<file path="src/rtl/fixed_point_pkg.sv">
// Shared Q-format definitions for the fixed-point multiplier and divider.
package fixed_point_pkg;

  localparam int unsigned DEFAULT_WIDTH          = 32;
  localparam int unsigned DEFAULT_FRACTION_WIDTH = 8;

  typedef enum logic [1:0] {
    ST_IDLE   = 2'd0,
    ST_DIVIDE = 2'd1,
    ST_FINISH = 2'd2
  } div_state_e;

  // Saturation limits of the default Q24.8 format
  localparam logic [DEFAULT_WIDTH-1:0] Q_MAX = {1'b0, {(DEFAULT_WIDTH-1){1'b1}}};
  localparam logic [DEFAULT_WIDTH-1:0] Q_MIN = {1'b1, {(DEFAULT_WIDTH-1){1'b0}}};

endpackage

</file>
<file path="src/rtl/fixed_point_div_step.sv">
// One restoring-division step: shift in the next dividend bit, subtract the divisor if it fits.
module fixed_point_div_step
  import fixed_point_pkg::*;
#(
  parameter int unsigned WIDTH = DEFAULT_WIDTH
) (
  input  logic [WIDTH:0]   rem_in,
  input  logic             dividend_msb,
  input  logic [WIDTH-1:0] divisor,
  output logic [WIDTH:0]   rem_out,
  output logic             q_bit
);

  logic [WIDTH+1:0] shifted;

  always_comb begin
    shifted = {rem_in, dividend_msb};
    q_bit   = (shifted >= (WIDTH+2)'(divisor));
    rem_out = q_bit ? (WIDTH+1)'(shifted - (WIDTH+2)'(divisor)) : (WIDTH+1)'(shifted);
  end

endmodule

</file>
<file path="src/rtl/fixed_point_divide.sv">
// Sequential signed fixed-point divider: one quotient bit per cycle, saturating result.
module fixed_point_divide
  import fixed_point_pkg::*;
#(
  parameter int unsigned WIDTH          = DEFAULT_WIDTH,
  parameter int unsigned FRACTION_WIDTH = DEFAULT_FRACTION_WIDTH
) (
  input  logic             i_clk,
  input  logic             i_reset_n,
  input  logic             i_start,
  input  logic [WIDTH-1:0] i_a,
  input  logic [WIDTH-1:0] i_b,
  output logic             o_ready,
  output logic             o_done,
  output logic [WIDTH-1:0] o_result,
  output logic             o_overflow,
  output logic             o_div_by_zero
);

  localparam int unsigned N     = WIDTH + FRACTION_WIDTH;
  localparam int unsigned CNT_W = $clog2(N);

  localparam logic [WIDTH-1:0] SAT_MAX = {1'b0, {(WIDTH-1){1'b1}}};
  localparam logic [WIDTH-1:0] SAT_MIN = {1'b1, {(WIDTH-1){1'b0}}};
  localparam logic [N-1:0]     POS_LIM = {{(FRACTION_WIDTH+1){1'b0}}, {(WIDTH-1){1'b1}}};
  localparam logic [N-1:0]     NEG_LIM = {{FRACTION_WIDTH{1'b0}}, 1'b1, {(WIDTH-1){1'b0}}};

  div_state_e       state;
  logic [CNT_W-1:0] cnt;
  logic [N-1:0]     dq;        // dividend shifts out the top, quotient shifts in the bottom
  logic [WIDTH:0]   rem;
  logic [WIDTH-1:0] divisor;
  logic             sign;
  logic             a_neg;
  logic             dbz;

  logic [WIDTH-1:0] a_abs_c;
  logic [WIDTH-1:0] b_abs_c;
  logic [WIDTH:0]   rem_next_c;
  logic             q_bit_c;
  logic [WIDTH-1:0] res_c;
  logic             ovf_c;

  assign a_abs_c = i_a[WIDTH-1] ? (~i_a + WIDTH'(1)) : i_a;
  assign b_abs_c = i_b[WIDTH-1] ? (~i_b + WIDTH'(1)) : i_b;

  fixed_point_div_step #(
    .WIDTH (WIDTH)
  ) u_step (
    .rem_in       (rem),
    .dividend_msb (dq[N-1]),
    .divisor      (divisor),
    .rem_out      (rem_next_c),
    .q_bit        (q_bit_c)
  );

  // Sign application and saturation of the finished quotient magnitude
  always_comb begin
    res_c = '0;
    ovf_c = 1'b0;
    if (dbz) begin
      res_c = a_neg ? SAT_MIN : SAT_MAX;
    end else if (!sign && (dq > POS_LIM)) begin
      res_c = SAT_MAX;
      ovf_c = 1'b1;
    end else if (sign && (dq > NEG_LIM)) begin
      res_c = SAT_MIN;
      ovf_c = 1'b1;
    end else begin
      res_c = sign ? (~dq[WIDTH-1:0] + WIDTH'(1)) : dq[WIDTH-1:0];
    end
  end

  always_ff @(posedge i_clk or negedge i_reset_n) begin
    if (!i_reset_n) begin
      state         <= ST_IDLE;
      cnt           <= '0;
      dq            <= '0;
      rem           <= '0;
      divisor       <= '0;
      sign          <= 1'b0;
      a_neg         <= 1'b0;
      dbz           <= 1'b0;
      o_ready       <= 1'b1;
      o_done        <= 1'b0;
      o_result      <= '0;
      o_overflow    <= 1'b0;
      o_div_by_zero <= 1'b0;
    end else begin
      o_done <= 1'b0;
      case (state)
        ST_IDLE: begin
          if (i_start) begin
            sign    <= i_a[WIDTH-1] ^ i_b[WIDTH-1];
            a_neg   <= i_a[WIDTH-1];
            dbz     <= (i_b == '0);
            divisor <= b_abs_c;
            dq      <= {a_abs_c, {FRACTION_WIDTH{1'b0}}};
            rem     <= '0;
            cnt     <= CNT_W'(N - 1);
            o_ready <= 1'b0;
            state   <= ST_DIVIDE;
          end
        end
        ST_DIVIDE: begin
          rem <= rem_next_c;
          dq  <= {dq[N-2:0], q_bit_c};
          if (cnt == '0) begin
            state <= ST_FINISH;
          end else begin
            cnt <= cnt - CNT_W'(1);
          end
        end
        ST_FINISH: begin
          o_result      <= res_c;
          o_overflow    <= ovf_c;
          o_div_by_zero <= dbz;
          o_done        <= 1'b1;
          o_ready       <= 1'b1;
          state         <= ST_IDLE;
        end
        default: state <= ST_IDLE;
      endcase
    end
  end

endmodule
</file>
<file path="config.mk">
export PLATFORM = sky130hd
export DESIGN_NAME = fixed_point_divide
export DESIGN_NICKNAME = d
export VERILOG_FILES = /design/src/rtl/fixed_point_pkg.sv /design/src/rtl/fixed_point_div_step.sv /design/src/rtl/fixed_point_divide.sv
export SDC_FILE = /design/constraint.sdc
export NUM_CORES = 1
export LEC_CHECK = 0
export ABC_AREA = 1
export CAP_MARGIN = 20
export CORE_ASPECT_RATIO = 1.1
export CORE_UTILIZATION = 55
export CTS_CLUSTER_SIZE = 10
export DETAILED_ROUTE_END_ITERATION = 6
export PLACE_DENSITY = 0.75
export SLEW_MARGIN = 10
export SYNTH_ARGS = -nofsm -noshare
export SYNTH_HDL_FRONTEND = slang
export SYNTH_SLANG_ARGS = --single-unit
</file>
<file path="constraint.sdc">
create_clock -name i_clk -period 3 [get_ports i_clk]
set_clock_uncertainty 0.15 [all_clocks]
set_input_delay 0.3 -clock i_clk [delete_from_list [all_inputs] [get_ports i_clk]]
set_output_delay 0.3 -clock i_clk [all_outputs]
set_load 0.1 [all_outputs]
</file>
==> run summary, run 1 <==
Cells after Synth -> 1,939
Top Ports -> 103
topmost layer with routed signal wires -> met4
post-cts gate resize count -> 0
per-cell routed wire length -> 15.86 um
Hold Vio Cnt, Final -> 0
Die X-Extent -> 143.5 um
Netlist cell types -> 44
unrepaired setup endpoints after global routing -> no
floorplan core area -> 0.02144 mm2
Synth Area in XOR/XNOR -> 4.556%
CTS tree -> built
yosys synthesis warning count -> 0
startpoint class of the critical path -> flop
length of routed met2 wiring -> 17,860 um
fillcell total -> 2,082
first-pass GRT wire length -> 59,330 um
placer's final routability congestion estimate -> 0.9919
# port buffers -> 102
register-to-register setup slack -> 0.32 ns
data arrival at the endpoint of the critical path -> 2.84 ns
relative area change from synthesis to final layout -> 15.19%
endpoint class of the critical path -> flop
Total Nets Final -> 2,123
initial antenna violation count -> 0
Worst R2R Path Depth -> 13
DIE AREA -> 0.02262 mm2
ratio of cells with drive above 1 in the final layout -> 5.564%
largest family of logic cells by synthesized area -> simple AND/OR/NAND/NOR gates
# rows -> 56
required time worst endpoint -> 3.16 ns
maximum number of pins on one net before global-route repair -> 66
Slew Viols, Final -> 0
Slew @ Worst Pin -> 0.7199 ns
Max Buffers Root-to-Sink -> 2
delay contributed by the slowest stage of the critical path -> 0.42 ns
post-route cell area -> 0.01395 mm2
outcome -> finished, final reports clean
final clock period utilization by the worst path -> 89.21%
worst-path maximum fanout -> 34
depth of the CTS H-tree -> 4
share of the synthesized area in compound gates (AO/OA/AOI/OAI) -> 11.25%
leakage dissipation -> 7.489 nW
vias per cell -> 5.473
overall via count from detail_route -> 12.70k
Adder-Cell Fraction of Synth Area -> 3.988%
end of the worst register-to-register path -> rem[11]
number of buffers inserted for hold repair after clock tree synthesis -> 1
sum of negative setup slack -> 0 ns
max-cap check violation count -> 0
launch point of the worst reg-to-reg path -> dq[39]
clk sinks -> 152
source-to-sink clock delay at the later pin of the worst-skew pair -> 0.43 ns
post-route antenna net violation count -> 0
power density over the cells -> 1275 mW/mm2
die span in y -> 157.6 um
Congestion Overflow GR -> 0
maximum ir drop on the vdd rail -> 0.8397 mV
met1 routed wirelength after detailed routing -> 15,530 um
worst slew margin relative to its limit -> 51.95%
DRC violations left -> 0
ordered list of cells on the worst path -> inv_1 > ha_1 > fa_1 > inv_1 > nand3_1 > nand3_2 > nand2_1 > nand2_1 > nand2_2 > nand3_4 > nand2_1 > nand3_1 > nand2_1
clock slew at the register clock pins of the worst setup and hold paths -> 0.07 ns
routed wl met3 -> 1981 um
starting DRC count in detailed routing -> 973
Overall Global Routing Usage -> 33.79%
share of synthesized area spent on multiplexers -> 0%
starting utilization of the core area -> 56.49%
Final Setup Violations -> 0
number of CTS-inserted buffers -> 17
highest-delay cell along the critical path -> sky130_fd_sc_hd__fa_1
dpl cell area -> 0.01331 mm2
number of register bits inferred by synthesis -> 152
final WL -> 36,800 um
critical path class -> flop to flop
number of nets produced by synthesis -> 2,044
Avg Cell Area, Syn -> 6.246 um2
number of antenna repair diodes -> 0
drt pass-1 iters -> 5
register area share after synthesis -> 31.42%
placed wire-length estimate -> 28,190 um
vias in the first global route -> 12.00k
Highest Clock Rate -> 373.7 MHz
# Post-CTS Setup Buffers -> 0
final worst path period need -> 2.676 ns
Root Driver -> sky130_fd_sc_hd__clkbuf_16
synthesized area -> 0.01211 mm2
crit-path most repeated cell -> sky130_fd_sc_hd__nand2_1
simple-gate share of the synthesized area -> 36.71%
path class of the lowest-slack min-delay path -> input port to asynchronous set/reset pin
[layout make-up]
cell class	count	area [um2]	share of cell area, %
inverters	309	1160	8.314
clock inverters	15	201.4	1.444
flip-flops and latches	152	3805	27.27
clock buffers	17	425.4	3.049
well taps	290	362.8	2.601
repair buffers	127	1135	8.135
multi-input cells	1411	6862	49.18
[layout by cell type, fill, tap and decap left out, types with 4 or more instances in the layout]
master                            synthesis  final
sky130_fd_sc_hd__nor2_1                 157    155
sky130_fd_sc_hd__ha_1                    37     37
sky130_fd_sc_hd__o21ai_0                121    121
sky130_fd_sc_hd__o211ai_1                 6      6
sky130_fd_sc_hd__o21ai_1                 10     10
sky130_fd_sc_hd__clkdlybuf4s50_1          0     65
sky130_fd_sc_hd__nand2_1                654    653
sky130_fd_sc_hd__nand3b_1                18     18
sky130_fd_sc_hd__a21oi_1                 81     81
sky130_fd_sc_hd__inv_1                  307    307
sky130_fd_sc_hd__nand3_1                131    130
sky130_fd_sc_hd__nor2_2                   4      5
sky130_fd_sc_hd__clkbuf_16                0     17
sky130_fd_sc_hd__buf_4                    1     59
sky130_fd_sc_hd__inv_6                    0      6
sky130_fd_sc_hd__o221ai_1                 8      8
sky130_fd_sc_hd__nand4_1                 53     53
sky130_fd_sc_hd__nor3_1                  24     24
sky130_fd_sc_hd__o22ai_1                  8      8
sky130_fd_sc_hd__xor2_1                  46     46
sky130_fd_sc_hd__inv_8                    0      4
sky130_fd_sc_hd__a31oi_1                  4      4
sky130_fd_sc_hd__and2_1                   7      7
sky130_fd_sc_hd__dfrtp_1                151    151
sky130_fd_sc_hd__xnor2_1                 17     17
[critical path: cells and delay by family (launching register included)]
kind | cells | cell delay (ns)
fa+ha+maj | 2 | 0.63
buf+inv | 2 | 0.21
flops | 1 | 0.36
simple gates | 9 | 1.19
[Yosys cell counts (all sizes together)]
cell type  instances  share of area (%)
nand2            655                 20
clkbuf            45                1.4
fa                 1               0.17
o21bai             3               0.19
a31oi              4               0.21
o41ai              2               0.14
dfrtp            151                 31
nor3              25                1.1
or2                4               0.21
a22oi              2               0.12
and2               7               0.36
o31ai              3               0.19
nand4             54                2.8
nand3b            18                1.1
o22ai              8               0.41
o221ai             8               0.58
xor2              46                3.3
xnor2             17                1.2
a211oi             1              0.062
o21ai            132                5.5
a21oi             82                3.4
ha                37                3.8
nor2             161                5.1
a221oi             1              0.072
inv              309                9.6
buf               22                1.1
nand3            134                5.7
dfstp              1               0.22
o211ai             6               0.37
[cells by family (layout without fill, tap and decap cells)]
kind of cell | after synthesis | in the layout
AOI/OAI and AO/OA | 252 | 252
xor gates and xnor gates | 63 | 63
adders and majority gates | 38 | 38
DFF | 152 | 152
buffers and inverters | 376 | 468
and+or+nand+nor | 1058 | 1058
[state kept, by name, indices dropped and copies added, names as in the netlist]
register / flops
cnt: 6
o_result: 32
o_div_by_zero: 1
o_ready: 1
dbz: 1
sign: 1
o_done: 1
divisor: 32
state: 2
a_neg: 1
rem: 33
dq: 40
o_overflow: 1
[worst max path at each step]
stage | end | startpoint | cells past startpoint
2_1_floorplan | rem[25] | dq[39] | 14
3_3_place_gp | o_result[27] | dq[0] | 12
3_5_place_dp | rem[18] | dq[39] | 13
4_1_cts | rem[18] | dq[39] | 13
5_1_grt | o_result[27] | dq[0] | 12
6_report | rem[11] | dq[39] | 13
[per-layer routing]
metal / track usage [%] / vias to the layer above
met2: 58.95 / 453
li1: - / 6309
met3: 4.053 / 72
met1: 41.74 / 5869
met4: 15.20 / 0
met5: 0 / -
[where the power goes]
part | switching, W | internal, W | leakage [nW]
clock network | 0.000984 | 0.00135 | 0.311
logic | 0.00794 | 0.00370 | 5.29
registers | 0.000729 | 0.00308 | 1.89
[metrics by stage]
stage | hold WS [ns] | total power, W | instances | worst slack [ns] | util (%)
after floorplan | -0.1456 | 0.01251 | 1939 | 0.8746 | -
after global placement | 0.1773 | 0.01511 | 2288 | 0.4145 | 62.10
after detailed placement | 0.1780 | 0.01529 | 2288 | 0.3772 | 62.10
after CTS | 0.2889 | 0.01768 | 2321 | 0.3650 | 65.07
after global routing | 0.3117 | 0.01935 | 2321 | 0.1481 | 65.07
final | 0.2484 | 0.01778 | 2321 | 0.3238 | 65.07
Power figures use the tool's default switching activity.
==> inputs of run 2 (changes only) <==
--- a/config.mk
+++ b/config.mk
@@ -11,8 +11,10 @@
 export CORE_UTILIZATION = 55
 export CTS_CLUSTER_SIZE = 10
 export DETAILED_ROUTE_END_ITERATION = 6
+export GPL_ROUTABILITY_DRIVEN = 1
 export PLACE_DENSITY = 0.75
 export SLEW_MARGIN = 10
 export SYNTH_ARGS = -nofsm -noshare
 export SYNTH_HDL_FRONTEND = slang
+export SYNTH_HIERARCHICAL = 1
 export SYNTH_SLANG_ARGS = --single-unit
==> run 2 against run 1 <==
  * Flip-flop and latch count did not move
  * Critical path depth unchanged
  * Core utilization down 0.072 points
  * Synthesized cell count decreased by 1.2%
  * Sequential share of layout area is 0.059 points lower
  * Fmax down 4.9%
  * Non-clock buffer count down 3
  * Area after synthesis increased by 0.57%
  * Via count increased by 1.5%
  * Critical endpoint is now rem[24]
==> run summary, run 2 <==
critical path class -> flop to flop
dpl cells -> 2,267 (-0.92%)
drt pass-1 iters -> 7 (+2)
top cell types by occurrence after synthesis -> 659 x sky130_fd_sc_hd__nand2_1, 252 x sky130_fd_sc_hd__inv_1, 184 x sky130_fd_sc_hd__nor2_1, 151 x sky130_fd_sc_hd__dfrtp_1, 125 x sky130_fd_sc_hd__nand3_1
clock slew at the register clock pins of the worst setup and hold paths -> 0.07 ns (about the same)
most area-hungry cell type in the Yosys netlist -> sky130_fd_sc_hd__dfrtp_1
yosys synthesis warning count -> 6 (+6)
unrepaired setup endpoints after global routing -> no
number of flip-flops in the largest register -> 40 (unchanged)
post-route antenna net violation count -> 0 (unchanged)
Root Driver -> sky130_fd_sc_hd__clkbuf_16
Die X-Extent -> 143.9 um (+0.28%)
Slew Viols, Final -> 0 (unchanged)
most common cell in the synthesized netlist -> sky130_fd_sc_hd__nand2_1
non-filler instance count after layout -> 2,301 (-0.86%)
Overall Global Routing Usage -> 34.81% (+1.0 points)
Highest Clock Rate -> 355.2 MHz (-4.9%)
share of the synthesized area in compound gates (AO/OA/AOI/OAI) -> 13.12% (+1.9 points)
starting DRC count in detailed routing -> 1,110 (+14%)
maximum number of pins on one net before global-route repair -> 74 (+12%)
die span in y -> 158.1 um (+0.28%)
number of register bits inferred by synthesis -> 152 (unchanged)
maximum ir drop on the vdd rail -> 0.5716 mV (-32%)
Cells after Synth -> 1,916 (-1.2%)
simple-gate share of the synthesized area -> 38.11% (+1.4 points)
Yosys top cell area share -> 31.02% (-0.18 points)
initial antenna violation count -> 1 (+1)
number of CTS-inserted buffers -> 17 (unchanged)
worst-path maximum fanout -> 34 (unchanged)
outcome -> finished, final reports clean
depth of the CTS H-tree -> 4 (unchanged)
clk sinks -> 152 (unchanged)
per-cell routed wire length -> 16.45 um (+3.7%)
biggest area contributors in the synthesized netlist -> sky130_fd_sc_hd__dfrtp_1 31%, sky130_fd_sc_hd__nand2_1 20%, sky130_fd_sc_hd__inv_1 7.8%, sky130_fd_sc_hd__nor2_1 5.7%, sky130_fd_sc_hd__nand3_1 5.1%
final worst path period need -> 2.815 ns (+0.1393 ns)
final WL -> 37,850 um (+2.8%)
registers with the most flip-flops -> dq x40, rem x33
Total Nets Final -> 2,102 (-0.99%)
Synth Area in XOR/XNOR -> 3.020% (-1.5 points)
register with the most flip-flops -> dq
relative area change from synthesis to final layout -> 14.78%
final clock period utilization by the worst path -> 93.85% (+4.6 points)
placed wire-length estimate -> 28,830 um (+2.3%)
data arrival at the endpoint of the critical path -> 2.98 ns (+0.14 ns)
floorplan core area -> 0.02151 mm2 (+0.33%)
source-to-sink clock delay at the later pin of the worst-skew pair -> 0.43 ns (about the same)
most common library cell in the layout ignoring fill and taps -> sky130_fd_sc_hd__nand2_1
ratio of cells with drive above 1 in the final layout -> 7.612% (+2.0 points)
required time worst endpoint -> 3.17 ns (about the same)
layer with the highest usage after global routing -> met2
GR Util met1 -> 43.55% (+1.8 points)
Netlist cell types -> 50 (+14%)
post-cts gate resize count -> 0 (unchanged)
Adder-Cell Fraction of Synth Area -> 3.965% (-0.023 points)
# port buffers -> 102 (unchanged)
path class of the lowest-slack min-delay path -> input port to asynchronous set/reset pin
register area share after synthesis -> 31.24% (-0.18 points)
Hold Vio Cnt, Final -> 0 (unchanged)
overall via count from detail_route -> 12.89k (+1.5%)
Final Setup Violations -> 0 (unchanged)
Congestion Overflow GR -> 0 (unchanged)
global routing met3 resource utilization -> 5.142% (+1.1 points)
Post-synth EDFFs -> 0 (unchanged)
Top Ports -> 103 (unchanged)
placer's final routability congestion estimate -> 0.9900 (-0.19%)
DRC violations left -> 0 (unchanged)
CTS tree -> built
# Post-CTS Setup Buffers -> 0 (unchanged)
most frequent cells in the layout -> 659 x sky130_fd_sc_hd__nand2_1, 252 x sky130_fd_sc_hd__inv_1, 183 x sky130_fd_sc_hd__nor2_1, 151 x sky130_fd_sc_hd__dfrtp_1, 125 x sky130_fd_sc_hd__nand3_1
share of synthesized area spent on multiplexers -> 0% (unchanged)
synthesized area -> 0.01218 mm2 (+0.57%)
leakage dissipation -> 7.413 nW (-1.0%)
endpoint class of the critical path -> flop
vias per cell -> 5.602 (+2.4%)
Max Buffers Root-to-Sink -> 2 (unchanged)
Main synth FF type -> sky130_fd_sc_hd__dfrtp_1
max-cap check violation count -> 0 (unchanged)
# rows -> 56 (unchanged)
starting utilization of the core area -> 56.63% (+0.14 points)
DIE AREA -> 0.02275 mm2 (+0.56%)
global-route met2 utilization -> 58.41% (-0.54 points)
power density over the cells -> 1263 mW/mm2 (-0.88%)
Avg Cell Area, Syn -> 6.357 um2 (+1.8%)
worst slew margin relative to its limit -> 57.55% (+5.6 points)
sum of negative setup slack -> 0 ns (unchanged)
vias in the first global route -> 12.07k (+0.56%)
first-pass GRT wire length -> 61,190 um (+3.1%)
largest family of logic cells by synthesized area -> simple AND/OR/NAND/NOR gates
startpoint class of the critical path -> flop
Slew @ Worst Pin -> 0.6358 ns (-0.08413 ns)
async set-or-reset flop fraction in the synthesized netlist -> 100.0% (unchanged)
number of nets produced by synthesis -> 2,021 (-1.1%)
## run 2: per-stage QoR
step,instance area (um2),util [%],power (W),setup WS (ns),hold WS (ns)
3_3_place_gp,13360,62.12,0.01490,0.3499,0.06364
5_1_grt,13980,64.98,0.01920,0.03740,0.2102
6_report,13980,65.00,0.01766,0.1845,0.1777
3_5_place_dp,13360,62.12,0.01515,0.2436,0.06727
2_1_floorplan,12180,-,0.01241,0.6865,-0.1456
4_1_cts,13980,64.98,0.01749,0.2222,0.1785
## run 2: cell type report
class / count / area (um2)
diodes: 1 / 2.502
multi-input cells: 1437 / 7098
clock buffers: 17 / 425.4
repair buffers: 124 / 1112
clock inverters: 15 / 180.2
flip-flops and latches: 152 / 3805
fillers: 2037 / 7530
well taps: 290 / 362.8
inverters: 265 / 994.7
## run 2: critical path, cell delays in order, from the launching register on
cell and delay (ns):
sky130_fd_sc_hd__dfrtp_1 0.42, sky130_fd_sc_hd__inv_1 0.07, sky130_fd_sc_hd__ha_1 0.13, sky130_fd_sc_hd__inv_1 0.07, sky130_fd_sc_hd__fa_1 0.45, sky130_fd_sc_hd__nand3_1 0.14, sky130_fd_sc_hd__nand3_2 0.13, sky130_fd_sc_hd__nand2_2 0.09
sky130_fd_sc_hd__nand2_1 0.07, sky130_fd_sc_hd__nand2_2 0.10, sky130_fd_sc_hd__nand3_4 0.38, sky130_fd_sc_hd__nand2_1 0.24, sky130_fd_sc_hd__nand2_1 0.07, sky130_fd_sc_hd__a22o_1 0.20
## run 2: what timing repair did
| item | 4_1_cts | 5_1_grt |
|---|---|---|
| endpoints found under the hold margin | 39 | 0 |
| endpoints found under the setup margin | 0 | 0 |
| hold buffers | 1 | 0 |
## run 2: report_power, final
part | internal (W) | switching, W | leakage, nW
Combinational | 0.00386 | 0.00776 | 5.22
Clock | 0.00126 | 0.00100 | 0.289
Sequential | 0.00301 | 0.000776 | 1.90
Total | 0.00813 | 0.00953 | 7.41
## run 2: final timing paths
check                      startpoint  slack, ns  cells after the start          to
max                            dq[39]       0.18                     13     rem[24]
min                         i_reset_n       0.18                      2  divisor[9]
max reg2reg                    dq[39]       0.18                     13     rem[24]
min reg2reg                  state[1]       0.30                      1    state[1]
max in group asynchronous   i_reset_n       1.75                      3      dq[21]
min in group i_clk           state[1]       0.30                      1    state[1]
## run 2: layer usage
layer / routed length (um) / vias to the layer above / share of wire, %
li1: - / 6308 / -
met4: 1706 / 2 / 4.5
met2: 18210 / 551 / 48
met3: 2492 / 119 / 6.6
met1: 15420 / 5911 / 41
met5: 15 / - / 0.040
## run 2: cell families (layout without fill, tap and decap cells)
group | Yosys count | in the layout
buffers and inverters | 327 | 421
and+or+nand+nor | 1091 | 1091
other | 0 | 1
AOI/OAI and AO/OA | 266 | 266
xor gates and xnor gates | 42 | 42
DFF | 152 | 152
adders and majority gates | 38 | 38
